`src/rtl/cdb_pkg.sv`:
```
`default_nettype none
// ============================================================================
// Module   : cdb_pkg
// Brief    : Completion-bus widths, slot layout and helpers shared by the
//            arbiter, the ROB complete ports and the wakeup logic.
// Revision : 1.0
// ============================================================================
package cdb_pkg;

   localparam int CDB_PC_W   = 32;
   localparam int CDB_DATA_W = 32;
   localparam int CDB_PREG_W = 6;

   // The ROB treats a completion PC of zero as an empty slot.
   localparam int unsigned PC_NONE = 0;

   typedef struct packed {
      logic                  valid;
      logic [CDB_PC_W-1:0]   pc;
      logic [CDB_PREG_W-1:0] preg;
      logic [CDB_DATA_W-1:0] data;
   } cdb_slot_t;

   localparam int SLOT_DATA_LSB  = 0;
   localparam int SLOT_PREG_LSB  = SLOT_DATA_LSB + CDB_DATA_W;
   localparam int SLOT_PC_LSB    = SLOT_PREG_LSB + CDB_PREG_W;
   localparam int SLOT_VALID_BIT = SLOT_PC_LSB + CDB_PC_W;
   localparam int SLOT_W         = SLOT_VALID_BIT + 1;

   function automatic int unsigned count_ones(input logic [7:0] v);
      int unsigned n;
      n = 0;
      for (int i = 0; i < 8; i++) begin
         n = n + int'(v[i]);
      end
      return n;
   endfunction

endpackage : cdb_pkg
`default_nettype wire

```
`src/rtl/cdb_arbiter_rr_pick.sv`:
```
`default_nettype none
// ============================================================================
// Module   : rr_pick
// Brief    : Finds the first valid, not-yet-picked requester scanning from
//            a start pointer with modulo-N wrap.
// Revision : 1.0
// ============================================================================
module rr_pick #(
   parameter int N     = 4,
   parameter int PTR_W = 2
) (
   input  logic [N-1:0]     valid,
   input  logic [PTR_W-1:0] start,
   input  logic [N-1:0]     mask,
   output logic [PTR_W-1:0] idx,
   output logic             found
);

   logic [PTR_W:0]   sum;
   logic [PTR_W-1:0] pos;

   always_comb begin
      idx   = '0;
      found = 1'b0;
      sum   = '0;
      pos   = '0;
      for (int k = 0; k < N; k++) begin
         // N need not be a power of two, so wrap by compare rather than truncation.
         sum = {1'b0, start} + (PTR_W+1)'(k);
         if (sum >= (PTR_W+1)'(N)) begin
            sum = sum - (PTR_W+1)'(N);
         end
         pos = sum[PTR_W-1:0];
         if (!found && valid[pos] && !mask[pos]) begin
            found = 1'b1;
            idx   = pos;
         end
      end
   end

endmodule : rr_pick
`default_nettype wire

```
`src/rtl/cdb_arbiter.sv`:
```
`default_nettype none
// ============================================================================
// Module   : cdb_arbiter
// Brief    : Round-robin arbiter placing up to NUM_BUS functional-unit
//            completions per cycle onto registered completion-bus slots.
// Revision : 1.0
// ============================================================================
module cdb_arbiter
   import cdb_pkg::*;
#(
   parameter int NUM_REQ = 4,
   parameter int NUM_BUS = 2,
   parameter int PC_W    = CDB_PC_W,
   parameter int DATA_W  = CDB_DATA_W,
   parameter int PREG_W  = CDB_PREG_W,
   parameter int CNT_W   = 16
) (
   input  logic                        clk,
   input  logic                        rstn,
   input  logic                        flush,
   input  logic                        cdb_hold,
   input  logic [NUM_REQ-1:0]          req_valid,
   input  logic [NUM_REQ*PC_W-1:0]     req_pc,
   input  logic [NUM_REQ*PREG_W-1:0]   req_preg,
   input  logic [NUM_REQ*DATA_W-1:0]   req_data,
   output logic [NUM_REQ-1:0]          req_ready,
   output logic [NUM_BUS-1:0]          cdb_valid,
   output logic [NUM_BUS*PC_W-1:0]     cdb_pc,
   output logic [NUM_BUS*PREG_W-1:0]   cdb_preg,
   output logic [NUM_BUS*DATA_W-1:0]   cdb_data,
   output logic [CNT_W-1:0]            contention_cnt
);

   localparam int PTR_W = $clog2(NUM_REQ);

   logic [PTR_W-1:0]   rr_ptr;
   logic [NUM_REQ-1:0] mask [NUM_BUS+1];
   logic [PTR_W-1:0]   pick_idx [NUM_BUS];
   logic [NUM_BUS-1:0] pick_found;
   logic               grant_en;
   logic               over_sub;
   logic [PTR_W-1:0]   last_idx;
   logic [PTR_W:0]     ptr_inc;
   logic [PTR_W-1:0]   ptr_nxt;

   logic [NUM_BUS-1:0]        nxt_valid;
   logic [NUM_BUS*PC_W-1:0]   nxt_pc;
   logic [NUM_BUS*PREG_W-1:0] nxt_preg;
   logic [NUM_BUS*DATA_W-1:0] nxt_data;

   assign grant_en = rstn & ~flush & ~cdb_hold;
   assign over_sub = count_ones(8'(req_valid)) > NUM_BUS;

   // Each picker masks out everything the earlier slots already took.
   assign mask[0] = '0;

   generate
      for (genvar b = 0; b < NUM_BUS; b++) begin : g_slot
         rr_pick #(
            .N     (NUM_REQ),
            .PTR_W (PTR_W)
         ) u_pick (
            .valid (req_valid),
            .start (rr_ptr),
            .mask  (mask[b]),
            .idx   (pick_idx[b]),
            .found (pick_found[b])
         );
         assign mask[b+1] = mask[b] |
                            (pick_found[b] ? (NUM_REQ'(1) << pick_idx[b]) : '0);
      end
   endgenerate

   assign req_ready = grant_en ? mask[NUM_BUS] : '0;

   always_comb begin
      last_idx = '0;
      for (int b = 0; b < NUM_BUS; b++) begin
         if (pick_found[b]) begin
            last_idx = pick_idx[b];
         end
      end
      ptr_inc = {1'b0, last_idx} + (PTR_W+1)'(1);
      if (ptr_inc >= (PTR_W+1)'(NUM_REQ)) begin
         ptr_nxt = '0;
      end else begin
         ptr_nxt = ptr_inc[PTR_W-1:0];
      end
   end

   always_comb begin
      nxt_valid = '0;
      nxt_pc    = {NUM_BUS{PC_W'(PC_NONE)}};
      nxt_preg  = '0;
      nxt_data  = '0;
      for (int b = 0; b < NUM_BUS; b++) begin
         for (int r = 0; r < NUM_REQ; r++) begin
            if (grant_en && pick_found[b] && pick_idx[b] == PTR_W'(r)) begin
               nxt_valid[b]                  = 1'b1;
               nxt_pc[b*PC_W +: PC_W]        = req_pc[r*PC_W +: PC_W];
               nxt_preg[b*PREG_W +: PREG_W]  = req_preg[r*PREG_W +: PREG_W];
               nxt_data[b*DATA_W +: DATA_W]  = req_data[r*DATA_W +: DATA_W];
            end
         end
      end
   end

   always_ff @(posedge clk or negedge rstn) begin
      if (!rstn) begin
         rr_ptr         <= '0;
         cdb_valid      <= '0;
         cdb_pc         <= '0;
         cdb_preg       <= '0;
         cdb_data       <= '0;
         contention_cnt <= '0;
      end else begin
         cdb_valid <= nxt_valid;
         cdb_pc    <= nxt_pc;
         cdb_preg  <= nxt_preg;
         cdb_data  <= nxt_data;
         if (flush) begin
            rr_ptr <= '0;
         end else if (grant_en && pick_found[0]) begin
            rr_ptr <= ptr_nxt;
         end
         if (!flush && over_sub && contention_cnt != '1) begin
            contention_cnt <= contention_cnt + CNT_W'(1);
         end
      end
   end

endmodule : cdb_arbiter
`default_nettype wire

```
`config.mk`:
```
export PLATFORM = sky130hd
export DESIGN_NAME = cdb_arbiter
export DESIGN_NICKNAME = d
export VERILOG_FILES = /design/src/rtl/cdb_pkg.sv /design/src/rtl/cdb_arbiter_rr_pick.sv /design/src/rtl/cdb_arbiter.sv
export SDC_FILE = /design/constraint.sdc
export NUM_CORES = 1
export LEC_CHECK = 0
export CORE_AREA = 3 3 173 175
export CTS_CLUSTER_DIAMETER = 30
export DETAILED_ROUTE_END_ITERATION = 8
export DIE_AREA = 0 0 176 178
export GPL_TIMING_DRIVEN = 0
export PLACE_DENSITY_LB_ADDON = 0.2
export SLEW_MARGIN = 20
export SYNTH_ARGS = -nofsm -noshare
export SYNTH_HDL_FRONTEND = slang
export SYNTH_SLANG_ARGS = --single-unit
```
`constraint.sdc`:
```
create_clock -name clk -period 3.95 [get_ports clk]
set_input_delay 0.395 -clock clk [delete_from_list [all_inputs] [get_ports clk]]
set_output_delay 0.395 -clock clk [all_outputs]
set_load 0.03 [all_outputs]
```
### Yosys cells after proc, flatten, opt, wreduce, memory -nomap -nowiden

Index checks and enable logic that the tools add are counted.
W data, S select, Z words.

* flip-flop bits (word level): 160
* output and inout bits: 162
* word-level logic and storage cells: 170

* $add $sub $neg: 12
* magnitude comparators: 10
* equality and inequality tests: 7
* shift-type cells: 2
* mux-type cells: 84
* bitwise gates (word level): 5
* reduce and logical (&&, ||, !) cells: 44

Operators with widths (count)
* $mux W32: 16
* $mux W6: 8
* $mux W2: 17
* $mux W1: 28
* $logic_and A1 B1 Y1: 26
* $bmux W1 S2: 12
* $add A16 B1 Y16 const B: 1
* $ne A16 B16 Y1 const B: 1
* $logic_not A1 Y1: 15
* $ge A3 B3 Y1 const B: 4
* $lt A2 B3 Y1 const B: 4
* $mux W4: 3
* $eq A2 B2 Y1 const B: 4
* $shl A1 B2 Y4 const A: 2
* $sub A2 B1 Y2 const B: 4
* $add A2 B1 Y3 const B: 2
* $add A2 B2 Y3 const B: 2
* $add A3 B1 Y4: 1
* $eq A2 B1 Y1 const B: 2
* $gt A4 B2 Y1 const B: 1
* $logic_not A2 Y1: 2
* $or A4 B4 Y4: 1
* $add A2 B1 Y3: 1
* $ge A2 B3 Y1 const B: 1
* other kinds (4): 6

### Longest topological paths before layout

Gate-level depths: netlist of the first run.

* depth in word-level cells: 44
* depth in mapped cells: 10
* depth with buffers taken out: 8

### By module

From an unflattened synthesis of the first run, not the netlist that was laid out.

* cell total of the unflattened synthesis: 684
* area total of the unflattened synthesis: 8695.8 µm²

By module, submodules not included
* cdb_arbiter: times used 1, cells an instance 650, area each 8480.6 µm²
* rr_pick: times used 2, cells an instance 17, area each 107.6 µm²

### Worst setup path before layout of the first run

No wires, ideal clock.

* kind: input to register
* start: input req_valid[0]
* end: register contention_cnt[14]
* library setup time: 0.134 ns
* arrival: 2.742 ns
* required time: 3.816 ns
* slack: 1.074 ns
* cell stages on the path: 7
* cell sequence: fa_1 > ha_1 > ha_1 > a211o_1 > a2111oi_0 > nand4_1 > xnor2_1

* word-level cells in the longest chain between the ends: 6

RTL lines
* start: declaration: RTL line cdb_arbiter.sv:22 `input logic [NUM_REQ-1:0] req_valid,`
* $add A1 B1 Y2: RTL line cdb_pkg.sv:34 `n = n + int'(v[i]);`
* $add A2 B1 Y3: RTL line cdb_pkg.sv:34
* $add A3 B1 Y4: RTL line cdb_pkg.sv:34
* $gt A4 B2 Y1: RTL line cdb_arbiter.sv:52 `assign over_sub = count_ones(8'(req_valid)) > NUM_BUS;`
* $logic_and A1 B1 Y1 (2 in series): RTL line cdb_arbiter.sv:126 `if (!flush && over_sub && contention_cnt != '1) begin`
* end signal: assignment: RTL line cdb_arbiter.sv:127 `contention_cnt <= contention_cnt + CNT_W'(1);`
* end: declaration: RTL line cdb_arbiter.sv:31 `output logic [CNT_W-1:0] contention_cnt`

No other way between the ends.
A chain may end at the register's enable or synchronous reset.

### Worst setup path in the final report of the first run

* start: input req_valid[2]
* end: output req_ready[3]

* word-level cells in the longest chain between the ends: 39
* elaborated cells between the ends (all ways): 62
* those cells by class: shift: 2; mux: 35; bitwise: 1; reduce/logical: 24

RTL lines
* $bmux W1 S2: RTL line cdb_arbiter_rr_pick.sv:34 `if (!found && valid[pos] && !mask[pos]) begin`
* $mux W1 (not written as such): RTL line cdb_arbiter_rr_pick.sv:34
* $logic_and A1 B1 Y1: RTL line cdb_arbiter_rr_pick.sv:34
* $mux W1: RTL line cdb_arbiter_rr_pick.sv:34
* $logic_not A1 Y1: RTL line cdb_arbiter_rr_pick.sv:34
* $logic_and A1 B1 Y1 (2 in series): RTL line cdb_arbiter_rr_pick.sv:34
* $mux W1: RTL line cdb_arbiter_rr_pick.sv:34
* $logic_not A1 Y1: RTL line cdb_arbiter_rr_pick.sv:34
* [21 not listed]
* $mux W1: RTL line cdb_arbiter_rr_pick.sv:34
* $logic_not A1 Y1: RTL line cdb_arbiter_rr_pick.sv:34
* $logic_and A1 B1 Y1 (2 in series): RTL line cdb_arbiter_rr_pick.sv:34
* $mux W2: RTL line cdb_arbiter_rr_pick.sv:34
* $shl A1 B2 Y4: RTL line cdb_arbiter.sv:70 `(pick_found[b] ? (NUM_REQ'(1) << pick_idx[b]) : '0);`
* $mux W4: RTL line cdb_arbiter.sv:70
* $or A4 B4 Y4 *: RTL line cdb_arbiter.sv:69 `assign mask[b+1] = mask[b] |`
* $mux W4 *: RTL line cdb_arbiter.sv:74 `assign req_ready = grant_en ? mask[NUM_BUS] : '0;`
* end: declaration: RTL line cdb_arbiter.sv:26 `output logic [NUM_REQ-1:0] req_ready,`

Mark *: on every way between the ends. The rest lies on a longest branch, timed or not. The select of a mux whose other input is x is not followed.

==> metrics.md, run 1 <==
| Metric | Value |
|---|---|
| Status | completed |
| Clock Skew | 7.909 ps |
| Gr usage total | 27.05% |
| FP Rows | slightly above 60 |
| Nets | 1612 |
| Initial antenna violation count | 2 |
| Post-DRT Antenna Nets | 0 |
| Crit Path Max Fanout | 10 |
| Psw | 1731 uW |
| Layout cells sized above 1 | 9.384% |
| Area Overhead vs Synth | 64.59% |
| CTS tree | done |
| Maxcap violations | 0 |
| FMAX | 267.6 MHz |
| Clock transition at path regs | ~80 ps |
| TritonRoute pass-1 iters | 5 |
| Leading area contributor after synthesis | dfrtp_1 |
| Core Region | 28630 um^2 |
| RSZ-0062 raised after global routing | false |
| CP endpoint kind | output pin |
| Sw Ratio | about 34% |
| DP Wirelength | 32580 um |
| Synth Instances | 846 |
| Pleak | 0.006275 uW |
| Vias per cell | 5.545 |
| Final number of setup-violating endpoints | 0 |
| P per Cell Area | ~340 nW/um^2 |
| Largest net degree at the start of global routing | 69 |
| Period utilization | 94.60% |
| Netlist Area Pre-Place | 9006 um^2 |
| Die Height | around 180 um |
| Part of the power in registers | 35.3% |
| Top FF cell, synth | dfrtp_1 |
| CP Data Required Time | 3560 ps |
| # H-tree levels | 4 |
| GR Overflow Total | 0 |
| Post-synth top area share | 44.46% |
| R2r startpoint | rr_ptr[1] |
| Number of synthesis warnings | 0 |
| Mapped Nets | 1139 |
| 1st-iter DRT viols | 676 |
| Setup ws final | 213.5 ps |
| Tot Pwr | approximately 5100 uW |
| Finished Cell Area | about 15000 um^2 |
| Vias in the first global route | approximately 9900 |
| Slowest cell delay on critical path | 660 ps |
| CTS Buf Count | 17 |
| Post-synth EDFFs | 0 |
| Initial Util | around a third |
| Final min period | ~3700 ps |
| Max Transition Viols Final | 0 |
| Flop-to-flop setup slack | 960 ps |
| Maximum VDD drop | just over 0.0002 V |
| Dpl ws | -1143 ps |
| Least-Margin Pin Slew | 885.0 ps |
| Syn Area/Cell | 10.65 um^2 |
| Int Pwr | roughly 3400 uW |
| WL final | 44070 um |
| Ports | 450 |
| DIE AREA | roughly 31000 um^2 |
| Total vias in the final route | about 9500 |
| Hold Vio Cnt, Final | 0 |
| Cell Area, Placed | 14050 um^2 |
| Sequential area share after synthesis | 44.46% |
| CTS max path bufs | 2 |
| Reg2Reg Depth | 9 |
| Worst Path Arrival | between 3000 and 4000 ps |
| Count of cell types in the netlist | 58 |
| RR Endpoint | cdb_pc[32] |
| Worst-path cell chain | clkdlybuf4s50_1 -> buf_4 -> maj3_1 -> o211ai_1 -> buf_4 -> a2111oi_4 -> clkbuf_2 -> nand2_1 -> nand2_1 -> clkdlybuf4s50_1 |
| Tightest Hold Check Type | input pin to asynchronous set/reset pin |
| Die W | 176 um |
| First-pass GRT wire length | 63160 um |
| Crit path kind | input pin to output pin |
| Fraction of registers with async set/reset | 100.0% |
| Root buf cell | clkbuf_16 |
| Combinational cell fraction of total power | a little under a third |
| Clock Latency Late Sink | 440 ps |
| IO buf count | 449 |
| Rel. slew slack | 41.00% |
| Sink count of the clock tree | 160 |
| Synth Register Bits | 160 |
| WL/cell | 25.61 um |
| Routability cong. | 0.8754 |
| Synth area leaders | dfrtp_1 44%, mux2i_1 12%, a22oi_1 5.5%, a2bb2oi_1 4.5%, o221ai_2 4.3% |
| CP max stage cell | clkdlybuf4s50_1 |
| Clock share of power | 34.0% |
| CP startpoint kind | input pin |
| Drc violations | 0 |
[worst max path at each step]
stage | start | to
floorplan | req_valid[0] | contention_cnt[14]
global placement | rstn | req_ready[0]
detailed placement | rstn | req_ready[0]
CTS | req_valid[0] | req_ready[1]
global route | req_valid[1] | req_ready[3]
finish | req_valid[2] | req_ready[3]
[Yosys cell counts, drive strengths merged (2+ instances only)]
library cell	count
o21bai	2
and2	3
nand3	56
buf	40
nor2b	3
a22oi	66
o32ai	3
a211oi	4
mux2	3
o211a	3
o21a	6
o221ai	51
nand2b	3
xnor2	8
mux2i	111
and3	2
nor2	12
dfrtp	160
a2111oi	3
o221a	3
a21o	3
o21ai	24
a2bb2oi	46
a22o	3
o211ai	49
nand2	16
nand4	3
clkbuf	45
ha	4
nor3	3
o22ai	19
a2111o	2
a21oi	7
inv	59
xor2	6
[what timing repair did]
action                                  4_1_cts  5_1_grt
endpoints found under the setup margin        4        4
hold buffers                                  4        0
gates resized for setup                      18       10
pin swaps                                     1        2
setup buffers                                 1        1
hold endpoints to repair                     28        0
[power by group through the flow]
stage	registers [uW]	logic, uW	clock network [uW]
after floorplan	2020	539	0
final	1800	1560	1730
after CTS	1800	1560	1740
after global routing	1810	1650	1820
after detailed placement	1830	1540	0
after global placement	1830	1520	0
[per-stage QoR]
stage	TNS (ps)	cells	util [%]	hold WS [ps]
after global routing	0	1717	51.75	89.67
after detailed placement	-5626	1681	49.10	268.2
final	0	1721	51.78	54.36
after CTS	0	1715	51.58	77.62
after floorplan	0	846	-	99.41
after global placement	-1575700	1679	48.84	485.2
[worst max-delay path, delay by kind of cell]
family | cells | cell delay (ps)
simple gates | 2 | 170
compound gates | 2 | 490
fa+ha+maj | 1 | 210
buf+inv | 5 | 2070
[registers in the layout (all words and copies together), names as in the netlist]
register / flops
cdb_valid: 2
cdb_data: 64
cdb_preg: 12
rr_ptr: 2
contention_cnt: 16
cdb_pc: 64
[per-layer routing]
layer | vias to the layer above | wire, um | share of wire [%] | global-route usage [%]
li1 | 4218 | - | - | -
met1 | 4792 | 17780 | 40 | 33.72
met2 | 460 | 21720 | 49 | 45.55
met3 | 71 | 3190 | 7.2 | 6.684
met4 | 2 | 1371 | 3.1 | 9.997
met5 | - | 13 | 0.029 | 0
[logic make-up (layout without fill, tap and decap cells)]
logic type      Yosys count  after routing  synth area share [%]
compound gates          300            300                 27.62
flops                   160            160                 44.46
buf+inv                 144            630                 6.960
mux                     114            114                 12.71
simple gates            108            108                 6.002
xor+xnor                 14             14                 1.362
fa+ha+maj                 6              6                0.8892
other cells               0              5                     0
[cells in the final DEF, fill, tap and decap left out, types with 6 or more instances in the layout]
cell	count
a21oi_1	7
a22oi_1	66
a2bb2oi_1	46
buf_2	25
buf_4	7
clkbuf_1	35
clkbuf_16	17
clkbuf_2	6
clkdlybuf4s50_1	444
dfrtp_1	160
inv_1	58
mux2i_1	111
nand2_1	15
nand3_1	56
nor2_1	11
o211ai_1	49
o21a_1	6
o21ai_0	23
o221ai_1	25
o221ai_2	26
o22ai_1	19
xnor2_1	8
xor2_1	6
[final cells by class]
type	instances	area, um^2
tap	384	480.5
clock inverter	13	142.6
sequential	160	4004
inverter	59	221.5
antenna	5	12.51
multi-input combinational	542	4448
clock buffer	19	442.9
fill	2610	13800
timing repair buffer	457	4657
buffer	82	414.1
Power figures use the tool's default switching activity.
==> run 2: changes to the inputs <==
Settings changed: PLACE_DENSITY set to 0.67, PLACE_DENSITY_LB_ADDON 0.2 to not set, TNS_END_PERCENT set to 20.
==> run 2 against run 1 <==
Register-to-register slack improved by 90 ps. Global-route usage rose by 0.17 points. Power fell by 2.3%. Die area did not move. Critical path type unchanged. Largest power group unchanged.
==> metrics.md, run 2 (synthesized netlist as in run 1, its figures left out) <==
| Metric | Value |
|---|---|
| CP endpoint kind | output pin |
| Die W | 176 um (unchanged) |
| Initial antenna violation count | 1 (-1) |
| Setup TNS | 0 ps (unchanged) |
| Nets | 1612 (unchanged) |
| Tot Pwr | 4973 uW (-2.3%) |
| Vias per cell | 5.491 (-0.98%) |
| Maxcap violations | 0 (unchanged) |
| WL final | 44230 um (+0.36%) |
| CTS tree | done |
| Int Pwr | 3287 uW (-2.1%) |
| Pleak | 0.006252 uW (-0.36%) |
| DIE AREA | 31330 um^2 (unchanged) |
| Status | completed |
| Clock transition at path regs | 70 ps (about the same) |
| Clock Latency Late Sink | 430 ps (about the same) |
| Part of the power in registers | 36.1% (+0.8 points) |
| Core Region | 28630 um^2 (unchanged) |
| Largest regs | cdb_data x64, cdb_pc x64, contention_cnt x16 |
| CP startpoint kind | input pin |
| CTS Buf Count | 17 (unchanged) |
| P per Cell Area | 335.4 nW/um^2 (-2.3%) |
| Post-DRT Antenna Nets | 0 (unchanged) |
| Crit Path Max Fanout | 13 (+3) |
| Most frequent cells in the layout | 445 x clkdlybuf4s50_1, 160 x dfrtp_1, 111 x mux2i_1, 66 x a22oi_1, 58 x inv_1 |
| IO buf count | 449 (unchanged) |
| WL/cell | 25.74 um (+0.54%) |
| Sw Ratio | 33.91% (-0.11 points) |
| Clock Skew | 18.49 ps (+10.58 ps) |
| Hold Vio Cnt, Final | 0 (unchanged) |
| Vias in the first global route | 10000 (+1.3%) |
| Sink count of the clock tree | 160 (unchanged) |
| Crit path kind | input pin to output pin |
| Final number of setup-violating endpoints | 0 (unchanged) |
| Ports | 450 (unchanged) |
| # H-tree levels | 4 (unchanged) |
| Initial Util | 31.46% (unchanged) |
| Clock share of power | 32.1% (-1.9 points) |
| First-pass GRT wire length | 63520 um (+0.58%) |
| Largest net degree at the start of global routing | 42 (-39%) |
| Least-Margin Pin Slew | 919.8 ps (+34.76 ps) |
| Gr usage total | 27.22% (+0.17 points) |
| Die Height | 178 um (unchanged) |
| CP Data Required Time | 3560 ps (about the same) |
| Period utilization | 94.33% (-0.26 points) |
| Area Overhead vs Synth | 64.64% (about the same) |
| Worst Path Arrival | 3330 ps (about the same) |
| FMAX | 268.4 MHz (+0.28%) |
| Rel. slew slack | 38.53% (-2.5 points) |
| Commonest non-fill, non-tap cell in the layout | clkdlybuf4s50_1 |
| Max Transition Viols Final | 0 (unchanged) |
| Maximum VDD drop | 0.0002166 V (+4.2%) |
| GR Overflow Total | 0 (unchanged) |
| Final min period | 3726 ps (-10.29 ps) |
| Psw | 1687 uW (-2.6%) |
| Routability cong. | 0.8514 (-2.7%) |
| Finished Cell Area | 14830 um^2 (about the same) |
| TritonRoute pass-1 iters | 7 (+2) |
| Combinational cell fraction of total power | 31.8% (+1.1 points) |
| Root buf cell | clkbuf_16 |
| Filler cells | 2579 (-1.2%) |
| CTS max path bufs | 2 (unchanged) |
| Layout cells sized above 1 | 9.241% (-0.14 points) |
| Slowest cell delay on critical path | 670 ps (about the same) |
| Crit path buf inv count | 4 (-1) |
| RSZ-0062 raised after global routing | false |
| 1st-iter DRT viols | 655 (-3.1%) |
| Drc violations | 0 (unchanged) |
| Worst-path cell chain | clkdlybuf4s50_1 -> clkbuf_2 -> o211ai_1 -> o211ai_1 -> a2111oi_4 -> buf_6 -> nand2_1 -> nand2_1 -> clkdlybuf4s50_1 |
| Total vias in the final route | 9433 (-1.2%) |
| Tightest Hold Check Type | input pin to asynchronous set/reset pin |
| CP delay by family, top | buffers and inverters |
| CP max stage cell | clkdlybuf4s50_1 |
| Worst slack on hold paths | 29.56 ps (-24.80 ps) |
| DP Wirelength | 32540 um (-0.14%) |
| FP Rows | 62 (unchanged) |
| Cell Area, Placed | 14030 um^2 (-0.14%) |
-- run 2: cell count changes in the layout (fill, tap and decap cells not counted), moves of 2 or more --
cell            before  now
buf_12               2    0
buf_16               3    6
bufbuf_16            0    2
clkinv_4             5    1
clkinvlp_4           0    6
diode_2              5    3
dlymetal6s2s_1       4    2
inv_8                3    1
-- run 2: per-stage QoR --
step                      utilization, %  worst slack [ps]  std cells
final                              51.80             223.8       1718
after global routing               51.78             31.75       1716
after CTS                          51.68            -25.29       1714
after detailed placement           49.03             -1411       1681
after global placement             48.84             -6738       1679
after floorplan                        -              1074        846
-- run 2: path summary, 6_finish.rpt --
| kind | start | endpoint | slack [ps] | depth (start not counted) |
|---|---|---|---|---|
| min in group clk | contention_cnt[11] | contention_cnt[11] | 500 | 1 |
| setup reg to reg | rr_ptr[1] | cdb_data[57] | 1050 | 9 |
| hold / removal | rstn | cdb_data[56] | 30 | 3 |
| max in group asynchronous | rstn | cdb_data[50] | 3660 | 2 |
| setup / recovery | req_valid[0] | req_ready[3] | 220 | 9 |
| hold reg to reg | contention_cnt[11] | contention_cnt[11] | 500 | 1 |
-- run 2: layout make-up --
type	count	area [um^2]	area share, %
Antenna cell	3	7.507	0.05063
Buffer	81	411.6	2.776
Clock buffer	19	442.9	2.987
Clock inverter	12	100.1	0.6750
Inverter	59	221.5	1.494
Multi-Input combinational cell	542	4423	29.83
Sequential cell	160	4004	27.00
Tap cell	384	480.5	3.240
Timing Repair Buffer	458	4737	31.95
-- run 2: per-layer routing --
metal	vias up	global-route usage (%)	share of wire [%]
met5	-	0	0
met1	4664	32.59	39
li1	4214	-	-
met4	0	9.931	3.2
met2	475	46.75	49
met3	80	7.748	8.0
-- run 2: power by group through the flow --
stage	Combinational (uW)	Sequential (uW)	Clock, uW
global placement	1530	1830	0
finish	1580	1800	1600
detailed placement	1540	1830	0
global route	1660	1810	1690
floorplan	539	2020	0
CTS	1580	1800	1620
-- run 2: tightest hold or removal path, cell delays in order --
cell    delay [ps]
buf_16         110
buf_16         110
buf_16         210
-- run 2: repair_timing --
item | CTS | global route
endpoints found under the hold margin | 81 | 0
setup endpoints to repair | 13 | 3
setup buffers | 0 | 1
hold buffers | 4 | 0
resized for setup | 19 | 6
gates cloned | 2 | 0
pin swaps | 0 | 3
